<file path="config.mk">
export PLATFORM = sky130hd
export DESIGN_NAME = pwm_capture_flat
export DESIGN_NICKNAME = d
export VERILOG_FILES = /design/src/rtl/pwm_capture_if.sv /design/src/rtl/pwm_capture.sv /design/src/flat_wrapper.sv
export SDC_FILE = /design/constraint.sdc
export NUM_CORES = 1
export LEC_CHECK = 0
export CORE_UTILIZATION = 30
export DETAILED_ROUTE_END_ITERATION = 6
export HOLD_SLACK_MARGIN = 0.12
export PLACE_DENSITY = 0.57
export SYNTH_ARGS = -nofsm -noshare
export SYNTH_HDL_FRONTEND = slang
export SYNTH_SLANG_ARGS = --single-unit
</file>
<file path="constraint.sdc">
create_clock -name apb_pclk -period 4.1 [get_ports apb_pclk]
set_input_delay 0.82 -clock apb_pclk [delete_from_list [all_inputs] [get_ports apb_pclk]]
set_output_delay 0.82 -clock apb_pclk [all_outputs]
set_load 0.1 [all_outputs]
</file>
<file path="src/rtl/pwm_capture_if.sv">
// pwm_capture_if: APB slave bus bundle for the PWM capture block.
interface pwm_capture_if;
    logic        psel;
    logic        penable;
    logic        pwrite;
    logic [31:0] paddr;
    logic [31:0] pwdata;
    logic [31:0] prdata;
    modport master (output psel, penable, pwrite, paddr, pwdata, input prdata);
    modport slave (input psel, penable, pwrite, paddr, pwdata, output prdata);
endinterface

</file>
<file path="src/rtl/pwm_capture.sv">
// pwm_capture: APB-readable period/high-time meter for a PWM input with interrupt.
// Optional glitch filter on the synchronised input when PWM_CAP_FILTER_EN is defined.
module pwm_capture #(
    parameter int CNT_W       = 32,
    parameter int SYNC_STAGES = 2,
    parameter int FILT_LEN    = 4
) (
    input  logic          apb_pclk,
    input  logic          apb_prstn,
    pwm_capture_if.slave  apb,
    input  logic          cap_in,
    output logic          cap_irq
);
    typedef enum logic [1:0] {IDLE, ARM, MEAS} state_t;
    state_t state;
    logic [SYNC_STAGES-1:0] sync;
    logic s_in, s_d, lvl, rise, fall, wr, rd, unused_ok;
    logic [2:0] ctrl, status;
    logic [CNT_W-1:0] cnt, hold_r, period, high;
    logic [7:0] addr;

    assign addr = apb.paddr[7:0];
    assign wr = apb.psel & apb.penable & apb.pwrite;
    assign rd = apb.psel & apb.penable & ~apb.pwrite;
    assign s_in = sync[SYNC_STAGES-1];
    assign rise = lvl & ~s_d;
    assign fall = ~lvl & s_d;
    assign unused_ok = &{1'b0, apb.paddr[31:8], apb.pwdata[31:3], FILT_LEN[0]};

    always_ff @(posedge apb_pclk or negedge apb_prstn)
        if (!apb_prstn) sync <= '0;
        else sync <= {sync[SYNC_STAGES-2:0], cap_in};

`ifdef PWM_CAP_FILTER_EN
    localparam int FW = $clog2(FILT_LEN + 1);
    logic [FW-1:0] fcnt;
    // Level only follows s_in after FILT_LEN consecutive disagreeing samples.
    always_ff @(posedge apb_pclk or negedge apb_prstn)
        if (!apb_prstn) begin
            lvl  <= 1'b0;
            fcnt <= '0;
        end else if (s_in == lvl) begin
            fcnt <= '0;
        end else if (fcnt == FW'(FILT_LEN - 1)) begin
            lvl  <= s_in;
            fcnt <= '0;
        end else begin
            fcnt <= fcnt + 1'b1;
        end
`else
    assign lvl = s_in;
`endif

    always_comb
        apb.prdata = !rd ? 32'h0 :
                     addr == 8'h40 ? {29'h0, ctrl} :
                     addr == 8'h44 ? 32'(period) :
                     addr == 8'h48 ? 32'(high) :
                     addr == 8'h4C ? {29'h0, status} :
                     addr == 8'h50 ? 32'(cnt) : 32'h0;

    // W1C precedes hardware sets and the CTRL write follows the one-shot clear,
    // so later non-blocking assignments give the required priorities.
    always_ff @(posedge apb_pclk or negedge apb_prstn)
        if (!apb_prstn) begin
            state   <= IDLE;
            s_d     <= 1'b0;
            ctrl    <= '0;
            status  <= '0;
            cnt     <= '0;
            hold_r  <= '0;
            period  <= '0;
            high    <= '0;
            cap_irq <= 1'b0;
        end else begin
            s_d     <= lvl;
            cap_irq <= ctrl[1] & |status;
            if (wr && addr == 8'h4C) status <= status & ~apb.pwdata[2:0];
            case (state)
                IDLE: begin
                    cnt <= '0;
                    if (ctrl[0]) state <= ARM;
                end
                ARM: begin
                    cnt <= rise ? CNT_W'(1) : '0;
                    state <= !ctrl[0] ? IDLE : rise ? MEAS : ARM;
                end
                default: begin
                    if (!ctrl[0]) begin
                        state <= IDLE;
                        cnt   <= '0;
                    end else if (rise) begin
                        period    <= cnt;
                        high      <= hold_r;
                        status[0] <= 1'b1;
                        if (status[0]) status[1] <= 1'b1;
                        cnt <= ctrl[2] ? '0 : CNT_W'(1);
                        if (ctrl[2]) begin
                            ctrl[0] <= 1'b0;
                            state   <= IDLE;
                        end
                    end else if (&cnt) begin
                        status[2] <= 1'b1;
                        state     <= ARM;
                        cnt       <= '0;
                    end else begin
                        cnt <= cnt + 1'b1;
                        if (fall) hold_r <= cnt;
                    end
                end
            endcase
            if (wr && addr == 8'h40) ctrl <= apb.pwdata[2:0];
        end
endmodule

</file>
<file path="src/flat_wrapper.sv">
// flat-port wrapper written by rule: the top's interface ports become plain ports
module pwm_capture_flat 
#(
    parameter int CNT_W       = 32,
    parameter int SYNC_STAGES = 2,
    parameter int FILT_LEN    = 4
)
  (apb_pclk, apb_prstn, cap_in, cap_irq, apb_psel, apb_penable, apb_pwrite, apb_paddr, apb_pwdata, apb_prdata);
  pwm_capture_if apb_i ();
  input  logic apb_pclk;
  input  logic apb_prstn;
  input  logic cap_in;
  output logic cap_irq;
  input wire logic [$bits(apb_i.psel)-1:0] apb_psel;
  input wire logic [$bits(apb_i.penable)-1:0] apb_penable;
  input wire logic [$bits(apb_i.pwrite)-1:0] apb_pwrite;
  input wire logic [$bits(apb_i.paddr)-1:0] apb_paddr;
  input wire logic [$bits(apb_i.pwdata)-1:0] apb_pwdata;
  output wire logic [$bits(apb_i.prdata)-1:0] apb_prdata;
  assign apb_i.psel = apb_psel;
  assign apb_i.penable = apb_penable;
  assign apb_i.pwrite = apb_pwrite;
  assign apb_i.paddr = apb_paddr;
  assign apb_i.pwdata = apb_pwdata;
  assign apb_prdata = apb_i.prdata;
  pwm_capture #(.CNT_W(CNT_W), .SYNC_STAGES(SYNC_STAGES), .FILT_LEN(FILT_LEN)) u_core (.apb_pclk(apb_pclk), .apb_prstn(apb_prstn), .apb(apb_i), .cap_in(cap_in), .cap_irq(cap_irq));
endmodule
</file>
* Word-level counts from Yosys, hierarchy flattened
Cells that the tools add are included.
** Cells by class
- Eq/ne operators :: 10
- Muxes and demuxes :: 32
- $add $sub $neg :: 1
- Reduce and logical (&&, ||, !) cells :: 9
- Bitwise gates (word level) :: 14
** Operator list (number)
- $mux W32 :: 9
- $pmux W32 S2 :: 1
- $eq A8 B7 Y1 const B :: 5
- $add A32 B1 Y32 const B :: 1
- $reduce_and A32 Y1 :: 1
- $mux W2 :: 8
- $mux W1 :: 10
- $mux W3 :: 3
- $and A1 B1 Y1 :: 6
- $not A1 Y1 :: 6
- $reduce_and A3 Y1 :: 2
- $ne A5 B4 Y1 const B :: 1
- $ne A5 B5 Y1 const B :: 1
- $reduce_and A5 Y1 :: 1
- $ne A2 B1 Y1 const B :: 2
- $pmux W2 S2 :: 1
- $and A3 B3 Y3 :: 1
- $not A3 Y3 :: 1
- $reduce_or A3 Y1 :: 1
- $eq A2 B1 Y1 const B :: 1
- $logic_and A1 B1 Y1 :: 2
- $logic_not A2 Y1 :: 1
- $reduce_or A2 Y1 :: 1
** Word-level totals
- Bits of input ports :: 70
- Register bits :: 140
- Logic and storage cells :: 77

* Depth between registers and ports, before layout
- Depth after elaboration :: 8
- Gate-level depth with buffers :: 8

* Worst setup path after synthesis
Ideal clock, no wire load.
- Kind :: input -> output
- Start :: input port apb_paddr[7]
- End :: output port apb_prdata[0]
- Required time :: 3280 ps
- Arrival time :: 4360 ps
- Setup slack :: -1080 ps
- Stages :: 5
- Path buffers :: 1
- Cells stage by stage :: or4b_4 > or3_4 > or2_1 > buf_6 > o32ai_1
** On the way
- Cells in the longest elaborated chain, start to end :: 7
- Elaborated cells between the ends (all ways) :: 11
- Those cells by class :: eq/ne (5); mux (6)
** Ends and longest elaborated chain
- start: declaration :: line flat_wrapper.sv:17 : input wire logic [$bits(apb_i.paddr)-1:0] apb_paddr;
- $eq A8 B7 Y1 :: line pwm_capture.sv:60 : addr == 8'h50 ? 32'(cnt) : 32'h0;
- $mux W32 :: line pwm_capture.sv:60
- $mux W32 :: line pwm_capture.sv:59 : addr == 8'h4C ? {29'h0, status} :
- $mux W32 :: line pwm_capture.sv:58 : addr == 8'h48 ? 32'(high) :
- $mux W32 :: line pwm_capture.sv:57 : addr == 8'h44 ? 32'(period) :
- $mux W32 * :: line pwm_capture.sv:56 : addr == 8'h40 ? {29'h0, ctrl} :
- $mux W32 * :: line pwm_capture.sv:55 : apb.prdata = !rd ? 32'h0 :
- end: declaration :: line flat_wrapper.sv:19 : output wire logic [$bits(apb_i.prdata)-1:0] apb_prdata;
Every way passes the cells marked *; elsewhere a longest branch is shown, timed or not.

* Worst setup path in the final report
- Start :: input port apb_paddr[1]
- End :: output port apb_prdata[12]
The elaborated chain is that of the path after synthesis.

==> impl_metrics.csv <==
group,metric,value,unit
die,die-height,150,µm
power_and_ir_drop,power,3.32,mW
sta,fin_ws,0.243,ns
sta,slew_viol_final,0,
placement,pre_cts_slack,0.0352,ns
finish,register_area,3500,µm²
synthesis,ys_ff_latch,140,
setup_path,setup.worst_path.class,"input port to output pin",
detailed_routing,drt_first_pass_iters,4,
synthesis,synth_edf_count,0,
clock_tree,cts_made_buffers,17,
synthesis,yosysUniqueCellTypes,51,
clock_tree,insertion_delay,0.41,ns
die,io_pins,103,
finish,fillers,2058,
finish,antenna_cells,0,
finish,drive_gt1_share,20.1,%
synthesis,synthCells,720,
finish,final_cell_mix,"nand2_1, dfrtp_1, nor2_1",
clock_tree,root_buffer,"clkbuf_16",
placement,routabilityCongestion,0.730,
setup_path,worstRegToRegCells,7,
setup_path,r2r_start,"u_core.cnt[0]",
finish,multi_input_area,3010,µm²
clock_tree,h-tree-depth,4,
setup_path,arrival,3.04,ns
power_and_ir_drop,ir_drop,296,µV
sta,setup_violations,0,
min_path,hold_start,"u_core.sync[0]",
sta,slew-limit-headroom,36.0,%
detailed_routing,drc,0,
clock_tree,tritoncts,"yes",
clock_tree,clock_path_buffers,2,
placement,hpwl,9930,µm
finish,nets,832,
setup_path,cp-start-kind,"input port",
finish,final_common_cell,"nand2_1",
global_route,grt_util_all_layers,15.3,%
min_path,min_delay_path_depth,0,
sta,worst_pin_slew,0.957,ns
detailed_routing,vias,5035,
detailed_routing,drtIter0Drc,343,
global_route,grt_pass1_vias,4934,
die,start_util,30.8,%
setup_path,slowest_stage,"or4b_4",
synthesis,synth_nets,791,
setup_path,worstPathBufferInverterCount,3,
setup_path,worstPathMaxFanout,7,
detailed_routing,postRouteAntennaNets,0,
synthesis,ys_warn_count,0,
synthesis,synthArstFlopShare,100,%
die,core,21200,µm²
placement,io_buffer_count,49,
sta,fmax,0.259,GHz
setup_path,crit_start,"apb_paddr[1]",
synthesis,synth_area,6540,µm²
global_route,grt.overflow.total,0,
detailed_routing,via_per_inst,4.80,
global_route,grt_pass1_wl,26300,µm
run_status,outcome,"finished clean",
synthesis,synth_flop_cell,"dfrtp_1",
min_path,holdCritPathClass,"flop to flop",
power_and_ir_drop,total_leakage_power,3.78,nW
setup_path,worst_ep_required_time,3.28,ns
die,fp.dieW,150,µm
setup_path,cp_top_family,"simple AND/OR/NAND/NOR gates",
sta,holdWs,0.350,ns
synthesis,avgSynthCellArea,9.09,µm²
flow_run,max_cap_violations,0,
die,die_area,22400,µm²
global_route,grt_max_degree,88,
sta,fin_crit,3.86,ns
setup_path,cp-end-kind,"output pin",
clock_tree,clock_sinks,140,
synthesis,ys_seq_area_share,53.5,%
detailed_routing,routedWlPerCell,15.6,µm
setup_path,slowest_delay,0.54,ns
sta,fin_skew,0.00784,ns
setup_path,cp.depth,8,
finish,synthToLayoutAreaGrowth,30.3,%
setup_path,cp_cell_sequence,"dlymetal6s2s_1 -> or4b_4 -> or3_4 -> or2_4 -> o21ai_4 -> clkbuf_16 -> nor2_4 -> buf_12",
global_route,antenna_found_initial,0,
sta,grt_setup_unrepaired,"false",
detailed_routing,wirelength,16400,µm
sta,post-route-period-util,94.1,%
sta,hold_violations,0,
power_and_ir_drop,p_per_area,390,nW/µm²
die,rows,53,
clock_tree,path_clk_slew,0.06,ns
-- Yosys cell counts (3+ instances only) --
library cell	n	share of area, %
nand3_1	17	1.3
nand2_1	203	12
xor2_1	15	2.0
o22ai_1	3	0.29
o21ai_0	9	0.69
mux2_2	30	5.2
and4_1	8	1.1
nor3_1	5	0.38
xnor2_1	13	1.7
clkbuf_1	39	2.2
nor2b_1	4	0.38
inv_1	9	0.52
nor2_1	99	5.7
dfrtp_1	140	54
buf_2	4	0.31
and3_1	6	0.57
a21oi_1	36	2.8
mux2i_1	4	0.61
a22oi_1	29	3.3
nand4_1	9	0.86
-- sequential cells by signal (all words and copies together) (netlist names) --
name,cells
u_core.period,32
u_core.s_d,1
u_core.high,32
u_core.ctrl,3
u_core.status,3
u_core.cnt,32
u_core.sync,2
u_core.state,2
u_core.cap_irq,1
u_core.hold_r,32
-- where the power goes --
part           internal (mW)  leakage [nW]  total (mW)  switching [mW]
Sequential              1.45          1.91        1.50          0.0528
Clock                  0.967         0.278        1.54           0.575
Combinational         0.0958          1.60       0.283           0.187
Total                   2.51          3.78        3.32           0.814
-- per-layer routing --
| layer | share of wire [%] | vias up | wire length, µm | track usage [%] |
|---|---|---|---|---|
| met5 | 0 | - | 0 | 0 |
| met4 | 0.97 | 0 | 159 | 4.70 |
| met3 | 4.0 | 7 | 648 | 4.09 |
| met2 | 47 | 87 | 7770 | 23.6 |
| met1 | 48 | 2453 | 7790 | 20.8 |
| li1 | - | 2488 | - | - |
-- per-stage QoR --
| stage | TNS, ns | cells | utilization [%] | instance area, µm² |
|---|---|---|---|---|
| after floorplan | -0.0667 | 720 | - | 6640 |
| after global placement | 0 | 1012 | 36.8 | 7810 |
| after detailed placement | 0 | 1012 | 36.8 | 7810 |
| after CTS | 0 | 1043 | 39.6 | 8400 |
| after global routing | 0 | 1048 | 40.2 | 8530 |
| final | 0 | 1048 | 40.2 | 8530 |
-- worst register-to-register path, delay by kind of cell (launching register included) --
family	cells	cell delay, ns
adders and majority gates	1	0.23
and+or+nand+nor	5	1.62
DFF	1	0.48
buffers and inverters	1	0.31
-- final timing paths --
| check | slack, ns | endpoint |
|---|---|---|
| worst min register to register | 0.35 | u_core.sync[1] |
| worst min-delay path | 0.35 | u_core.sync[1] |
| min in group asynchronous | 0.45 | u_core.period[3] |
| worst max register to register | 1.34 | u_core.cnt[4] |
| max in group asynchronous | 2.88 | u_core.period[26] |
| worst max-delay path | 0.24 | apb_prdata[12] |
-- logic make-up after synthesis --
group | after synthesis | share of synthesized area (%)
buf+inv | 54 | 3.29
flops | 140 | 53.5
mux | 36 | 6.23
fa+ha+maj | 1 | 0.191
simple gates | 368 | 23.9
compound gates | 93 | 9.10
xor+xnor | 28 | 3.75
-- area by class of cell --
class	count	share of cell area [%]
clock buffers	20	5.24
clock inverters	11	1.69
inverters	9	0.396
multi-input cells	526	35.3
flip-flops and latches	140	41.1
well taps	275	4.03
repair buffers	67	12.3
-- what timing repair did --
| item | CTS | global route |
|---|---|---|
| gates resized for setup | 0 | 12 |
| buffers inserted | 0 | 2 |
| setup endpoints to repair | 0 | 29 |
| hold buffers | 0 | 0 |
Power figures use the tool's default switching activity.
